[src/rtl/io_bus_arbiter_pkg.sv]
// Shared types for the device-control I/O bus arbiter.
// Latency: n/a (types only).
// Backpressure: n/a (types only).
//   master_id_t : requester index; sized for the largest supported master count
//   arb_state_t : arbiter FSM state
package io_bus_arbiter_pkg;

  localparam int MAX_MASTERS = 8;
  localparam int MASTER_ID_W = $clog2(MAX_MASTERS);

  typedef logic [MASTER_ID_W-1:0] master_id_t;

  typedef enum logic {
    ARB   = 1'b0,
    OWNED = 1'b1
  } arb_state_t;

endpackage

[src/rtl/io_bus_arbiter_if.sv]
// Signal bundle between the issuing masters, the arbiter and the I/O bus slave.
// Latency: n/a (wires only).
// Backpressure: request side is req/ack; read data returns in order on rvalid.
//   m_*   : per-master request, payload, ack and read-return signals
//   s_*   : single shared I/O bus towards the slave
//   master: view taken by the arbiter, which masters the I/O bus
//   slave : view taken by the environment (issuing units plus bus slave)
interface io_bus_arbiter_if #(
  parameter int N_MASTERS  = 2,
  parameter int ADDR_WIDTH = 32,
  parameter int DATA_WIDTH = 32
);
  logic [N_MASTERS-1:0]                 m_req;
  logic [N_MASTERS-1:0]                 m_we;
  logic [N_MASTERS-1:0][ADDR_WIDTH-1:0] m_addr;
  logic [N_MASTERS-1:0][DATA_WIDTH-1:0] m_wdata;
  logic [N_MASTERS-1:0]                 m_ack;
  logic [N_MASTERS-1:0]                 m_rvalid;
  logic [DATA_WIDTH-1:0]                m_rdata;

  logic                  s_req;
  logic                  s_we;
  logic [ADDR_WIDTH-1:0] s_addr;
  logic [DATA_WIDTH-1:0] s_wdata;
  logic                  s_ack;
  logic                  s_rvalid;
  logic [DATA_WIDTH-1:0] s_rdata;

  modport master (
    input  m_req, m_we, m_addr, m_wdata, s_ack, s_rvalid, s_rdata,
    output m_ack, m_rvalid, m_rdata, s_req, s_we, s_addr, s_wdata
  );

  modport slave (
    output m_req, m_we, m_addr, m_wdata, s_ack, s_rvalid, s_rdata,
    input  m_ack, m_rvalid, m_rdata, s_req, s_we, s_addr, s_wdata
  );
endinterface

[src/rtl/io_bus_arbiter_id_fifo.sv]
// In-order queue of master IDs for reads awaiting a response.
// Latency: pushed entry visible at dout one cycle after push when queue was empty.
// Backpressure: push ignored when full unless a pop frees the slot the same cycle.
//   push/din : enqueue an ID      pop/dout : dequeue head (dout = current head)
//   count    : entries held (0..DEPTH)     empty/full : status flags
module io_bus_arbiter_id_fifo
  import io_bus_arbiter_pkg::*;
#(
  parameter int DEPTH = 4
) (
  input  logic                    clk,
  input  logic                    reset,
  input  logic                    push,
  input  logic                    pop,
  input  master_id_t              din,
  output master_id_t              dout,
  output logic [$clog2(DEPTH):0]  count,
  output logic                    empty,
  output logic                    full
);
  localparam int PTR_W = (DEPTH > 1) ? $clog2(DEPTH) : 1;
  localparam int CNT_W = $clog2(DEPTH) + 1;

  master_id_t       r_mem [DEPTH];
  logic [PTR_W-1:0] r_wr_ptr;
  logic [PTR_W-1:0] r_rd_ptr;
  logic [CNT_W-1:0] r_count;
  logic             w_do_push;
  logic             w_do_pop;

  function automatic logic [PTR_W-1:0] ptr_inc(input logic [PTR_W-1:0] p);
    return (p == PTR_W'(DEPTH - 1)) ? '0 : p + 1'b1;
  endfunction

  assign empty     = (r_count == '0);
  assign full      = (r_count == CNT_W'(DEPTH));
  assign count     = r_count;
  assign dout      = r_mem[r_rd_ptr];
  assign w_do_pop  = pop & ~empty;
  // When full, the write lands in the slot the simultaneous pop releases.
  assign w_do_push = push & (~full | w_do_pop);

  always_ff @(posedge clk) begin
    if (reset) begin
      r_wr_ptr <= '0;
      r_rd_ptr <= '0;
      r_count  <= '0;
    end else begin
      if (w_do_push) r_wr_ptr <= ptr_inc(r_wr_ptr);
      if (w_do_pop)  r_rd_ptr <= ptr_inc(r_rd_ptr);
      case ({w_do_push, w_do_pop})
        2'b10:   r_count <= r_count + 1'b1;
        2'b01:   r_count <= r_count - 1'b1;
        default: r_count <= r_count;
      endcase
    end
  end

  always_ff @(posedge clk) begin
    if (w_do_push) r_mem[r_wr_ptr] <= din;
  end

endmodule

[src/rtl/io_bus_arbiter.sv]
// Round-robin arbiter for the device-control I/O bus with in-order read-ID tracking.
// Latency: m_req -> s_req 1 cycle; s_ack -> m_ack and s_rvalid -> m_rvalid combinational.
// Backpressure: owner held until s_ack; reads not granted while MAX_OUTSTANDING in flight.
//   clk/reset            : single clock, synchronous active-high reset
//   bus                  : master modport of io_bus_arbiter_if (masters + slave bus)
//   o_outstanding        : reads in flight
//   o_idle               : no owner, no reads in flight, no m_req asserted
//   o_err_unexpected_rsp : sticky, s_rvalid arrived with nothing in flight
module io_bus_arbiter
  import io_bus_arbiter_pkg::*;
#(
  parameter int N_MASTERS       = 2,
  parameter int ADDR_WIDTH      = 32,
  parameter int DATA_WIDTH      = 32,
  parameter int MAX_OUTSTANDING = 4
) (
  input  logic                              clk,
  input  logic                              reset,
  io_bus_arbiter_if.master                  bus,
  output logic [$clog2(MAX_OUTSTANDING):0]  o_outstanding,
  output logic                              o_idle,
  output logic                              o_err_unexpected_rsp
);
  localparam int CNT_W = $clog2(MAX_OUTSTANDING) + 1;

  arb_state_t            r_state;
  master_id_t            r_owner;
  master_id_t            r_rr_ptr;
  logic                  r_s_req;
  logic                  r_err;

  logic [N_MASTERS-1:0]  w_elig;
  logic                  w_hi_vld, w_lo_vld, w_pick_vld;
  master_id_t            w_hi_id, w_lo_id, w_pick;
  logic                  w_s_we;
  logic [ADDR_WIDTH-1:0] w_s_addr;
  logic [DATA_WIDTH-1:0] w_s_wdata;
  logic                  w_push, w_pop;
  logic                  w_q_empty, w_q_full;
  master_id_t            w_q_head;
  logic [CNT_W-1:0]      w_q_count;

  // Writes never occupy a queue slot, so only reads are held back when full.
  always_comb begin
    w_elig = '0;
    for (int i = 0; i < N_MASTERS; i++) begin
      w_elig[i] = bus.m_req[i] & (bus.m_we[i] | ~w_q_full);
    end
  end

  // Round-robin: lowest eligible index at or above rr_ptr, else lowest overall (wrap).
  always_comb begin
    w_hi_vld = 1'b0;
    w_hi_id  = '0;
    w_lo_vld = 1'b0;
    w_lo_id  = '0;
    for (int i = N_MASTERS - 1; i >= 0; i--) begin
      if (w_elig[i]) begin
        w_lo_vld = 1'b1;
        w_lo_id  = master_id_t'(i);
        if (master_id_t'(i) >= r_rr_ptr) begin
          w_hi_vld = 1'b1;
          w_hi_id  = master_id_t'(i);
        end
      end
    end
  end

  assign w_pick_vld = w_lo_vld;
  assign w_pick     = w_hi_vld ? w_hi_id : w_lo_id;

  // Owner payload straight onto the bus.
  always_comb begin
    w_s_we    = 1'b0;
    w_s_addr  = '0;
    w_s_wdata = '0;
    for (int i = 0; i < N_MASTERS; i++) begin
      if (r_owner == master_id_t'(i)) begin
        w_s_we    = bus.m_we[i];
        w_s_addr  = bus.m_addr[i];
        w_s_wdata = bus.m_wdata[i];
      end
    end
  end

  assign w_push = r_s_req & bus.s_ack & ~w_s_we;
  assign w_pop  = bus.s_rvalid & ~w_q_empty;

  always_comb begin
    bus.m_ack    = '0;
    bus.m_rvalid = '0;
    for (int i = 0; i < N_MASTERS; i++) begin
      bus.m_ack[i]    = r_s_req & bus.s_ack & (r_owner == master_id_t'(i));
      bus.m_rvalid[i] = w_pop & (w_q_head == master_id_t'(i));
    end
  end

  assign bus.m_rdata = bus.s_rdata;
  assign bus.s_req   = r_s_req;
  assign bus.s_we    = w_s_we;
  assign bus.s_addr  = w_s_addr;
  assign bus.s_wdata = w_s_wdata;

  io_bus_arbiter_id_fifo #(
    .DEPTH (MAX_OUTSTANDING)
  ) u_id_fifo (
    .clk   (clk),
    .reset (reset),
    .push  (w_push),
    .pop   (w_pop),
    .din   (r_owner),
    .dout  (w_q_head),
    .count (w_q_count),
    .empty (w_q_empty),
    .full  (w_q_full)
  );

  always_ff @(posedge clk) begin
    if (reset) begin
      r_state  <= ARB;
      r_owner  <= '0;
      r_rr_ptr <= '0;
      r_s_req  <= 1'b0;
      r_err    <= 1'b0;
    end else begin
      if (bus.s_rvalid & w_q_empty) r_err <= 1'b1;
      case (r_state)
        ARB: begin
          if (w_pick_vld) begin
            r_owner <= w_pick;
            r_s_req <= 1'b1;
            r_state <= OWNED;
          end
        end
        OWNED: begin
          if (bus.s_ack) begin
            r_rr_ptr <= (r_owner == master_id_t'(N_MASTERS - 1)) ? '0 : r_owner + 1'b1;
            r_s_req  <= 1'b0;
            r_state  <= ARB;
          end
        end
        default: begin
          r_s_req <= 1'b0;
          r_state <= ARB;
        end
      endcase
    end
  end

  assign o_outstanding        = w_q_count;
  assign o_idle               = (r_state == ARB) & w_q_empty & ~(|bus.m_req);
  assign o_err_unexpected_rsp = r_err;

endmodule

[src/flat_wrapper.sv]
// flat-port wrapper written by rule: the top's interface ports become plain ports
module io_bus_arbiter_flat import io_bus_arbiter_pkg::*;
#(
  parameter int N_MASTERS       = 2,
  parameter int ADDR_WIDTH      = 32,
  parameter int DATA_WIDTH      = 32,
  parameter int MAX_OUTSTANDING = 4
)
  (clk, reset, o_outstanding, o_idle, o_err_unexpected_rsp, bus_m_req, bus_m_we, bus_m_addr, bus_m_wdata, bus_s_ack, bus_s_rvalid, bus_s_rdata, bus_m_ack, bus_m_rvalid, bus_m_rdata, bus_s_req, bus_s_we, bus_s_addr, bus_s_wdata);
  io_bus_arbiter_if #(.N_MASTERS(N_MASTERS), .ADDR_WIDTH(ADDR_WIDTH), .DATA_WIDTH(DATA_WIDTH)) bus_i ();
  input  logic clk;
  input  logic reset;
  output logic [$clog2(MAX_OUTSTANDING):0] o_outstanding;
  output logic o_idle;
  output logic o_err_unexpected_rsp;
  input wire logic [$bits(bus_i.m_req)-1:0] bus_m_req;
  input wire logic [$bits(bus_i.m_we)-1:0] bus_m_we;
  input wire logic [$bits(bus_i.m_addr)-1:0] bus_m_addr;
  input wire logic [$bits(bus_i.m_wdata)-1:0] bus_m_wdata;
  input wire logic [$bits(bus_i.s_ack)-1:0] bus_s_ack;
  input wire logic [$bits(bus_i.s_rvalid)-1:0] bus_s_rvalid;
  input wire logic [$bits(bus_i.s_rdata)-1:0] bus_s_rdata;
  output wire logic [$bits(bus_i.m_ack)-1:0] bus_m_ack;
  output wire logic [$bits(bus_i.m_rvalid)-1:0] bus_m_rvalid;
  output wire logic [$bits(bus_i.m_rdata)-1:0] bus_m_rdata;
  output wire logic [$bits(bus_i.s_req)-1:0] bus_s_req;
  output wire logic [$bits(bus_i.s_we)-1:0] bus_s_we;
  output wire logic [$bits(bus_i.s_addr)-1:0] bus_s_addr;
  output wire logic [$bits(bus_i.s_wdata)-1:0] bus_s_wdata;
  assign bus_i.m_req = bus_m_req;
  assign bus_i.m_we = bus_m_we;
  assign bus_i.m_addr = bus_m_addr;
  assign bus_i.m_wdata = bus_m_wdata;
  assign bus_i.s_ack = bus_s_ack;
  assign bus_i.s_rvalid = bus_s_rvalid;
  assign bus_i.s_rdata = bus_s_rdata;
  assign bus_m_ack = bus_i.m_ack;
  assign bus_m_rvalid = bus_i.m_rvalid;
  assign bus_m_rdata = bus_i.m_rdata;
  assign bus_s_req = bus_i.s_req;
  assign bus_s_we = bus_i.s_we;
  assign bus_s_addr = bus_i.s_addr;
  assign bus_s_wdata = bus_i.s_wdata;
  io_bus_arbiter #(.N_MASTERS(N_MASTERS), .ADDR_WIDTH(ADDR_WIDTH), .DATA_WIDTH(DATA_WIDTH), .MAX_OUTSTANDING(MAX_OUTSTANDING)) u_core (.clk(clk), .reset(reset), .bus(bus_i), .o_outstanding(o_outstanding), .o_idle(o_idle), .o_err_unexpected_rsp(o_err_unexpected_rsp));
endmodule
[config.mk]
export PLATFORM = sky130hd
export DESIGN_NAME = io_bus_arbiter_flat
export DESIGN_NICKNAME = d
export VERILOG_FILES = /design/src/rtl/io_bus_arbiter_pkg.sv /design/src/rtl/io_bus_arbiter_if.sv /design/src/rtl/io_bus_arbiter_id_fifo.sv /design/src/rtl/io_bus_arbiter.sv /design/src/flat_wrapper.sv
export SDC_FILE = /design/constraint.sdc
export NUM_CORES = 1
export LEC_CHECK = 0
export BUFFER_PORTS_ARGS = -buffer_cell sky130_fd_sc_hd__clkbuf_2
export CAP_MARGIN = 10
export CELL_PAD_IN_SITES_DETAIL_PLACEMENT = 0
export CELL_PAD_IN_SITES_GLOBAL_PLACEMENT = 1
export CORE_ASPECT_RATIO = 0.8
export CORE_UTILIZATION = 22
export CTS_CLUSTER_DIAMETER = 40
export CTS_CLUSTER_SIZE = 20
export DETAILED_ROUTE_END_ITERATION = 6
export GPL_ROUTABILITY_DRIVEN = 1
export PLACE_DENSITY = 0.92
export SYNTH_ARGS = -nofsm -noshare
export SYNTH_HDL_FRONTEND = slang
export SYNTH_HIERARCHICAL = 1
export SYNTH_SLANG_ARGS = --single-unit
export TNS_END_PERCENT = 30
[constraint.sdc]
create_clock -name clk -period 2.3 [get_ports clk]
set_input_delay 0.46 -clock clk [delete_from_list [all_inputs] [get_ports clk]]
set_output_delay 0.46 -clock clk [all_outputs]
set_load 0.005 [all_outputs]
=== Word level (Yosys, flattened, before mapping) ===
Memory sizes are Yosys's and may differ from the RTL's. A register that Yosys moved wholly into a read port is not among the register bits.
Index checks and enable logic that the tools add are counted.

* RAM bits: 12
* Bits in registers: 16
* Logic and storage cells: 88
* Memories kept: 1
* Output and inout bits: 107
* Input bits: 168

* Mux-type cells: 33
* Reduce and logical (&&, ||, !) cells: 8
* Eq/ne operators: 9
* Bitwise logic cells: 22
* Order comparisons: 2
* $add $sub $neg: 5

{| class="wikitable"
|+ Memories
! name !! words !! bits a word !! read ports !! clocked after memory_dff !! write ports !! line !! RTL
|-
| u_core.u_id_fifo.r_mem || 4 || 3 || 1 || 1 || 1 || io_bus_arbiter_id_fifo.sv:24 || <nowiki>master_id_t r_mem [DEPTH];</nowiki>
|}

{| class="wikitable"
|+ Operators by type and width
! cell !! number
|-
| 32-bit 2-to-1 mux || 4
|-
| 1-bit 2-to-1 mux || 17
|-
| 3-bit 2-to-1 mux || 5
|-
| 1-bit AND || 14
|-
| 3-bit zero test || 3
|-
| 2-bit 2-to-1 mux || 4
|-
| 3-bit by 1-bit adder with 3-bit output (second input constant) || 2
|-
| 2-bit == test (second input constant) || 3
|-
| 3-bit by 1-bit == test with 1-bit output (second input constant) || 2
|-
| 1-bit by 3-bit greater-or-equal comparator with 1-bit output (first input constant) || 2
|-
| 3-bit case mux with 2 select lines || 1
|-
| 2-bit AND reduction || 3
|-
| 1-bit NOT || 5
|-
| 2-bit by 1-bit adder with 2-bit output (second input constant) || 2
|-
| 1-bit case mux with 2 select lines || 2
|-
| 3-bit == test (second input constant) || 1
|-
| 1-bit OR || 3
|-
| 3-bit by 1-bit subtractor with 3-bit output (second input constant) || 1
|-
| 2-bit by 1-bit == test with 1-bit output (second input constant) || 1
|-
| 2-bit by 1-bit inequality test with 1-bit output (second input constant) || 1
|-
| 2-bit inequality test (second input constant) || 1
|-
| 2-bit nonzero test || 1
|-
| 2-bit OR reduction || 1
|}

=== Longest topological paths before layout ===
Gate-level depths: netlist of the first run.

* Depth in word-level cells: 8
* Gate-level depth with buffers: 12
* Mapped depth without buffers: 10

=== Cells and area by module ===
The synthesis of the first run kept the hierarchy.

{| class="wikitable"
|+ Modules (own cells, without submodules)
! module !! seq. area each (µm²) !! cells an instance !! area each (µm²) !! times used
|-
| io_bus_arbiter || 100.1 || 138 || 1307.5 || 1
|-
| io_bus_arbiter_id_fifo || 540.5 || 81 || 1017.2 || 1
|}

=== Worst setup path after synthesis of the first run ===
Ideal clock, no wire load.

* Path kind: register -> register
* Start: register u_core.u_id_fifo.r_count[0], in the netlist u_core/u_id_fifo/count[0]
* End: register u_core.u_id_fifo.r_count[2], in the netlist u_core/u_id_fifo/count[2]
* Stages on the path, launching flop included: 12
* Required time: 2.170 ns
* Arrival: 1.965 ns
* Library setup time: 0.130 ns
* Path slack: 0.205 ns
* Path buffers: 1
* Cell sequence: dfxtp_1 -> nor3_1 -> nand2b_1 -> inv_1 -> buf_6 -> o31ai_2 -> or2_2 -> fa_1 -> nor2b_1 -> nand2b_1 -> nand3_1 -> a31oi_1

* Longest elaborated chain between the ends: 8
* Elaborated cells between the ends (all ways): 14
* Classes of those cells: add/sub: 2; eq/ne: 3; mux: 1; bitwise: 6; reduce/logical: 2

{| class="wikitable"
|+ RTL lines
! item !! line !! RTL
|-
| from (decl) || io_bus_arbiter_id_fifo.sv:27 || <nowiki>logic [CNT_W-1:0] r_count;</nowiki>
|-
| from (signal assigned) || io_bus_arbiter_id_fifo.sv:52 || <nowiki>2'b10: r_count <= r_count + 1'b1;</nowiki>
|-
| from (signal assigned) || io_bus_arbiter_id_fifo.sv:53 || <nowiki>2'b01: r_count <= r_count - 1'b1;</nowiki>
|-
| from (signal assigned) || io_bus_arbiter_id_fifo.sv:54 || <nowiki>default: r_count <= r_count;</nowiki>
|-
| 3-bit zero test * || io_bus_arbiter_id_fifo.sv:35 || <nowiki>assign empty = (r_count == '0);</nowiki>
|-
| net u_core.w_q_empty || io_bus_arbiter.sv:39 || <nowiki>logic w_q_empty, w_q_full;</nowiki>
|-
| 1-bit NOT * || io_bus_arbiter.sv:87 || <nowiki>assign w_pop = bus.s_rvalid & ~w_q_empty;</nowiki>
|-
| 1-bit AND * || io_bus_arbiter.sv:87 ||
|-
| net u_core.w_pop || io_bus_arbiter.sv:38 || <nowiki>logic w_push, w_pop;</nowiki>
|-
| 1-bit AND * || io_bus_arbiter_id_fifo.sv:39 || <nowiki>assign w_do_pop = pop & ~empty;</nowiki>
|-
| 1-bit OR || io_bus_arbiter_id_fifo.sv:41 || <nowiki>assign w_do_push = push & (~full | w_do_pop);</nowiki>
|-
| 1-bit AND || io_bus_arbiter_id_fifo.sv:41 ||
|-
| 2-bit by 1-bit == test with 1-bit output / 2-bit == test (equally long branches) || io_bus_arbiter_id_fifo.sv:51 || <nowiki>case ({w_do_push, w_do_pop})</nowiki>
|-
| 3-bit case mux with 2 select lines / 2-bit nonzero test (equally long branches) || n/a ||
|}

The timed path passes the listed nets; every way through them passes the cells marked *.
A chain may end at the register's enable or synchronous reset.

==> results of run 1 <==
[timing repair]
item / CTS / global route
endpoints found under the setup margin: 0 / 1
gates resized for setup: 0 / 1
setup buffers: 0 / 0
[through the flow]
stage                     area [um^2]  setup slack (ns)  std cells  power (mW)  hold slack (ns)
after CTS                        3410             0.118        542        1.46            0.467
after floorplan                  2350             0.205        226       0.760            0.455
after detailed placement         3300             0.265        538       0.959            0.488
after global placement           3300             0.323        538       0.951            0.453
after global routing             3410            0.0658        542        1.52            0.484
final                            3410             0.205        542        1.44            0.468
[path summary, 6_finish.rpt]
check,from,to
setup reg to reg,u_core/u_id_fifo/count[1],u_core/u_id_fifo/count[2]
hold reg to reg,u_core/o_err_unexpected_rsp,u_core/o_err_unexpected_rsp
setup / recovery,flop,bus_m_rvalid[1]
hold / removal,bus_s_rvalid,u_core/o_err_unexpected_rsp
[cell families after synthesis]
logic type                 Yosys count
and+or+nand+nor                     42
AOI/OAI and AO/OA                   20
xor gates and xnor gates             2
other                                1
adders and majority gates            6
muxes                               70
DFF                                 26
buffers and inverters               52
[metal layers]
layer	share of wire, %	wire [um]	vias up	track usage [%]
met1	41	3060	1073	16.3
met2	50	3690	122	22.1
met3	7.9	590	11	3.48
met4	1.6	117	0	3.90
met5	0	0	-	0
li1	-	-	1105	-
[Yosys cell counts, types with 2 or more instances]
cell type,n
a21oi_1,7
and2_1,4
buf_2,6
buf_4,32
buf_6,6
dfxtp_1,14
edfxtp_1,12
ha_1,5
inv_1,7
mux2_2,58
mux2_4,7
mux2i_1,2
mux4_2,3
nand2_1,7
nand2b_1,5
nand3_1,2
nor2_1,11
nor2b_1,2
nor3_1,3
nor4b_1,2
o21ai_0,3
o31ai_2,2
xnor2_1,2
[registers in the layout, summed over array words and instances (netlist names), 2 cells and up, named ones only]
register / flops
u_core/u_id_fifo/r_wr_ptr: 2
u_core/u_id_fifo/r_rd_ptr: 2
u_core/u_id_fifo/count: 3
u_core/u_id_fifo/r_mem: 12
[power breakdown]
| part | leakage (nW) | switching (mW) | internal [mW] |
|---|---|---|---|
| Combinational | 1.41 | 0.180 | 0.265 |
| Clock | 0.0511 | 0.151 | 0.346 |
| Sequential | 0.224 | 0.00814 | 0.494 |
[final cells by class]
cell class,instances,area (um^2),share of cell area (%)
inverters,7,26.3,0.771
clock buffers,3,75.1,2.20
well taps,140,175,5.14
multi-input cells,148,1340,39.4
clock inverters,1,30.0,0.881
flip-flops and latches,26,643,18.9
repair buffers,217,1120,32.7
[critical path: cells and delay by family, from the launching register on]
family / cells / cell delay (ns)
buf+inv: 1 / 0.16
flops: 1 / 0.38
mux: 1 / 0.53
simple gates: 1 / 0.31
==> results.json, run 1 <==
{
  "status": "complete, no violations",
  "worst_path_max_delay_cell": "mux4_2",
  "setup_tns_ns": 0,
  "ys_seq_area_share_pct": 27.6,
  "yosys.area_share.simple_pct": 9.53,
  "post-route-min-period_ns": 2.09,
  "grt_overflow": 0,
  "synth_compound_area_share_pct": 6.24,
  "htree_num_levels": 1,
  "rsz0062_at_grt": "false",
  "synth_flop_cell": "dfxtp_1",
  "nets": 577,
  "cp.arrival_ns": 1.63,
  "synth_fa_ha_area_share_pct": 3.55,
  "cpPeakStageDelay_ns": 0.53,
  "final_cell_mix": "clkbuf_2 (210), mux2_2 (58), dfxtp_1 (12), edfxtp_1 (12), nor2_1 (11)",
  "vias": 2311,
  "clockBufferDepth": 2,
  "drive_gt1_share_pct": 73.6,
  "fin_util_pct": 33.2,
  "drtIter0Drc": 154,
  "hold_path_depth": 3,
  "grt_use_total_pct": 13.1,
  "grt_max_degree": 73,
  "rr_worst_depth": 10,
  "cts_hold_buf": 0,
  "syn-instance-count": 219,
  "core_um2": 10300,
  "synth_area_um2": 2320,
  "die-area_um2": 11000,
  "hold_violations": 0,
  "grt_pass1_vias": 2228,
  "antenna_found_initial": 0,
  "post_drt_via_cell_ratio": 4.26,
  "synthToLayoutAreaGrowth_pct": 46.6,
  "final_common_cell": "clkbuf_2",
  "port_buffers": 210,
  "synth_top_cell_by_area": "mux2_2",
  "power.density_nw_per_um2": 424,
  "clock_sinks": 26,
  "dieWidth_um": 117,
  "drv_slew": 0,
  "critPathLaunchType": "flop",
  "wl_per_cell_um": 13.8,
  "synth_top_cell_area_share_pct": 28.1,
  "grt_pass1_wl_um": 11000,
  "synth_top_family_by_area": "multiplexers",
  "drc_errors": 0,
  "rows": 33,
  "crit_chain": "mux4_2 > nor4b_1 > clkbuf_2",
  "maxCapViolCount": 0,
  "setup_violations": 0,
  "max_freq_ghz": 0.477,
  "synth_mux_area_share_pct": 36.4,
  "synth_xor_area_share_pct": 0.753,
  "ant_nets": 0,
  "synth_warnings": 6,
  "clkTransAtPathRegs_ns": 0.06,
  "crit_type": "reg -> out",
  "clock-skew-final_ns": 0.00237,
  "fillCellCount": 1047,
  "r2r_slack_ns": 0.30,
  "crit_path_max_fanout": 3,
  "clk_latency_ns": 0.26,
  "async_flop_share_pct": 0,
  "fin_crit_sh_pct": 91.1,
  "p_leak_nw": 1.69,
  "cts_tree": "built",
  "numCtsBuffers": 3,
  "routed_wl_um": 7460,
  "synth_cell_type_count": 40,
  "pin_count": 275,
  "syn_avg_cell_area_um2": 10.6,
  "hp-class": "in -> reg",
  "dp_hpwl_um": 6330,
  "ys_top_cells_by_area": "mux2_2 (28%), edfxtp_1 (16%), dfxtp_1 (12%), buf_4 (10%), mux2_4 (4.5%)",
  "peakVddDrop_mv": 0.233,
  "synth-edff-count": 12,
  "start_util_pct": 22.6,
  "crit_path_end_kind": "primary output",
  "drt_first_pass_iters": 4,
  "die_y_um": 93.9,
  "ys_ff_latch": 26,
  "clockRootBuffer": "clkbuf_16",
  "cp_data_required_time_ns": 1.84,
  "routabilityCongestion": 0.836,
  "antenna_cells": 0
}
(Power assumes the default switching activity.)
==> run 2, diff against run 1 <==
--- a/config.mk
+++ b/config.mk
@@ -10,14 +10,13 @@
 export CELL_PAD_IN_SITES_DETAIL_PLACEMENT = 0
 export CELL_PAD_IN_SITES_GLOBAL_PLACEMENT = 1
 export CORE_ASPECT_RATIO = 0.8
-export CORE_UTILIZATION = 22
+export CORE_UTILIZATION = 19
 export CTS_CLUSTER_DIAMETER = 40
 export CTS_CLUSTER_SIZE = 20
 export DETAILED_ROUTE_END_ITERATION = 6
 export GPL_ROUTABILITY_DRIVEN = 1
-export PLACE_DENSITY = 0.92
+export PLACE_DENSITY = 0.9
 export SYNTH_ARGS = -nofsm -noshare
 export SYNTH_HDL_FRONTEND = slang
-export SYNTH_HIERARCHICAL = 1
 export SYNTH_SLANG_ARGS = --single-unit
 export TNS_END_PERCENT = 30
==> run 2 against run 1 <==
  * The run now ends with setup timing left
  * Clock-buffer cell count did not move
  * Sequential cell count fell by 8
  * Area after synthesis fell by 14%
  * Final area decreased by 7.7%
  * Maximum frequency fell by 8.9%
  * First-iteration DRC count decreased by 55%
  * Combinational power rose by 20%
  * Via count shrank 0.91%
  * Setup slack got worse by 0.21 ns
  * Synthesized cell count fell by 4.1%
  * Register-to-register slack worse by 0.30 ns
  * Power shrank 15%
==> results.json, run 2 <==
{
  "dp_hpwl_um": 8250,
  "synth-edff-count": 4,
  "hp-class": "reg -> reg",
  "synth_flop_cell": "dfxtp_1",
  "vias": 2290,
  "ys_seq_area_share_pct": 20.1,
  "worst_pin_slew_ns": 0.612,
  "grt_max_degree": 73,
  "numCtsBuffers": 3,
  "r2r-start": "u_core.r_owner[0]",
  "synth_top_cell_area_share_pct": 36.2,
  "drive_gt1_share_pct": 76.8,
  "final_cell_mix": "clkbuf_2 (210), mux2_2 (64), buf_4 (14)",
  "drc_errors": 0,
  "nets": 571,
  "antenna_found_initial": 0,
  "start_util_pct": 19.5,
  "grt_pass1_vias": 2071,
  "totalPowerFinal_mw": 1.22,
  "cts_tree": "built",
  "syn_avg_cell_area_um2": 9.47,
  "grt_use_total_pct": 16.2,
  "drt_first_pass_iters": 4,
  "async_flop_share_pct": 0,
  "clockRootBuffer": "clkbuf_16",
  "p_seq_share_pct": 28.4,
  "clkTransAtPathRegs_ns": 0.05,
  "clock_sinks": 18,
  "final_common_cell": "clkbuf_2",
  "r2r_slack_ns": -0.0002,
  "cts_hold_buf": 0,
  "crit_path_max_fanout": 2,
  "ys_ff_latch": 18,
  "placed_cells": 530,
  "holdPathEnd": "u_core.o_err_unexpected_rsp",
  "drv_slew": 0,
  "synth_top_cell_by_area": "mux2_2",
  "post-route-min-period_ns": 2.30,
  "syn-instance-count": 210,
  "min_from": "u_core.o_err_unexpected_rsp",
  "synthTopCellsByCount": "mux2_2 (64), buf_4 (32), dfxtp_1 (14)",
  "rows": 33,
  "crit_type": "reg -> reg",
  "crit_path_end_kind": "flop",
  "max_freq_ghz": 0.435,
  "wl_per_cell_um": 17.6,
  "critPathLaunchType": "flop",
  "stdcell_count": 536,
  "cp_data_required_time_ns": 2.47,
  "clockBufferDepth": 2,
  "intPower_uw": 858,
  "routed_wl_um": 9460,
  "dieWidth_um": 116,
  "ant_nets": 0,
  "grt_pass1_wl_um": 12500,
  "p_leak_nw": 1.58,
  "p_switching_uw": 366,
  "antenna_cells": 0,
  "die-area_um2": 10900,
  "yosysMostFrequentCell": "mux2_2",
  "post_drt_via_cell_ratio": 4.27,
  "drtIter0Drc": 69,
  "synth_nets": 384,
  "r2r_end": "u_core.u_id_fifo.count[1]",
  "htree_num_levels": 1,
  "pin_count": 275,
  "cp.arrival_ns": 2.47,
  "violations": "setup timing",
  "status": "finished, violations left",
  "peakVddDrop_mv": 0.289,
  "synth_warnings": 0,
  "fillCellCount": 1081,
  "clock-skew-final_ns": 0.00145,
  "port_buffers": 210,
  "core_um2": 10200,
  "hold_path_depth": 2,
  "pwr-share-comb_pct": 43.4,
  "power.density_nw_per_um2": 389,
  "rr_worst_depth": 8,
  "synthToLayoutAreaGrowth_pct": 58.1,
  "fin_crit_sh_pct": 100,
  "setup_violations": 1,
  "relSlewSlack_pct": 59.2,
  "grt_overflow": 0,
  "die_y_um": 93.5,
  "setup_ws_ns": -0.000241,
  "ys_top_cells_by_area": "mux2_2 (36%), dfxtp_1 (14%), buf_4 (12%), edfxtp_1 (6.0%), ha_1 (3.1%)",
  "maxCapViolCount": 0,
  "routabilityCongestion": 0.806,
  "power.share.clock_pct": 28.2,
  "p_sw_share_pct": 29.9,
  "synth_area_um2": 1990,
  "synth_cell_type_count": 44,
  "clk_latency_ns": 0.25,
  "hold_violations": 0
}
-- run 2: cell count changes after synthesis, sizes merged, moves of 2 or more --
cell,delta
o221ai,+2
mux4,-2
nand2b,-2
buf,-8
clkbuf,+6
edfxtp,-8
xnor2,-2
nor4b,-2
a21oi,+3
-- run 2: cell type report --
class | instances | area (um^2) | area share (%)
clock buffers | 3 | 75.1 | 2.39
inverters | 7 | 26.3 | 0.835
multi-input cells | 142 | 1300 | 41.2
well taps | 140 | 175 | 5.57
clock inverters | 1 | 3.75 | 0.119
flip-flops and latches | 18 | 402 | 12.8
repair buffers | 225 | 1170 | 37.1
-- run 2: per-layer routing --
layer	up-vias	part of all wire, %	GRT usage (%)
li1	1092	-	-
met1	1060	38	19.5
met2	130	55	30.4
met3	8	5.2	2.01
met4	0	1.5	3.31
met5	-	0	0
-- run 2: cell families (layout without fill, tap and decap cells) --
logic type / count (synthesis) / count (layout) / share of synthesized area [%]
compound gates: 25 / 25 / 8.74
xor+xnor: 1 / 1 / 0.440
fa+ha+maj: 6 / 6 / 4.15
buf+inv: 50 / 236 / 16.0
flops: 18 / 18 / 20.1
mux: 68 / 68 / 39.5
simple gates: 42 / 42 / 11.0
-- run 2: worst max path at each step --
stage,startpoint,end,slack [ns],depth (start not counted)
after detailed placement,bus_m_we[1],u_core.u_id_fifo.count[1],-0.12,9
final,u_core.r_owner[0],u_core.u_id_fifo.count[1],-0.0002,8
after floorplan,u_core.r_owner[0],u_core.u_id_fifo.count[1],-0.12,9
after CTS,u_core.r_owner[0],u_core.u_id_fifo.count[1],-0.02,8
after global placement,bus_m_we[1],u_core.u_id_fifo.count[1],-0.08,9
after global routing,u_core.r_owner[0],u_core.u_id_fifo.count[1],-0.02,8
-- run 2: stage by stage --
step           cell area, um^2  setup slack [ns]  utilization (%)  hold slack [ns]   TNS (ns)
6_report                  3150         -0.000241             30.8            0.472  -0.000241
5_1_grt                   3150           -0.0162             30.8            0.514    -0.0162
4_1_cts                   3110           -0.0214             30.5            0.477    -0.0214
3_5_place_dp              3030            -0.117             29.7            0.465     -0.117
3_3_place_gp              3030           -0.0818             29.7            0.456    -0.0818
2_1_floorplan             2000            -0.117                -            0.445     -0.117
-- run 2: timing repair --
action / 4_1_cts / 5_1_grt
hold endpoints to repair: 0 / 0
resized for setup: 1 / 4
pin swaps: 0 / 1
buffers inserted: 0 / 2
setup endpoints to repair: 55 / 1
-- run 2: power by group through the flow --
stage | clock network [mW] | registers, mW | logic [mW]
2_1_floorplan | 0 | 0.354 | 0.268
3_3_place_gp | 0 | 0.352 | 0.527
3_5_place_dp | 0 | 0.353 | 0.532
4_1_cts | 0.352 | 0.347 | 0.536
5_1_grt | 0.366 | 0.349 | 0.579
6_report | 0.345 | 0.348 | 0.531
-- run 2: worst max-delay path, stage by stage (launching register included) --
cell and delay (ns):
dfxtp_2 0.34, mux2i_4 0.19, inv_2 0.08, nor2_4 0.04, or2_4 0.25, fa_1 0.46
o21a_1 0.20, or4_4 0.51, a211oi_2 0.15
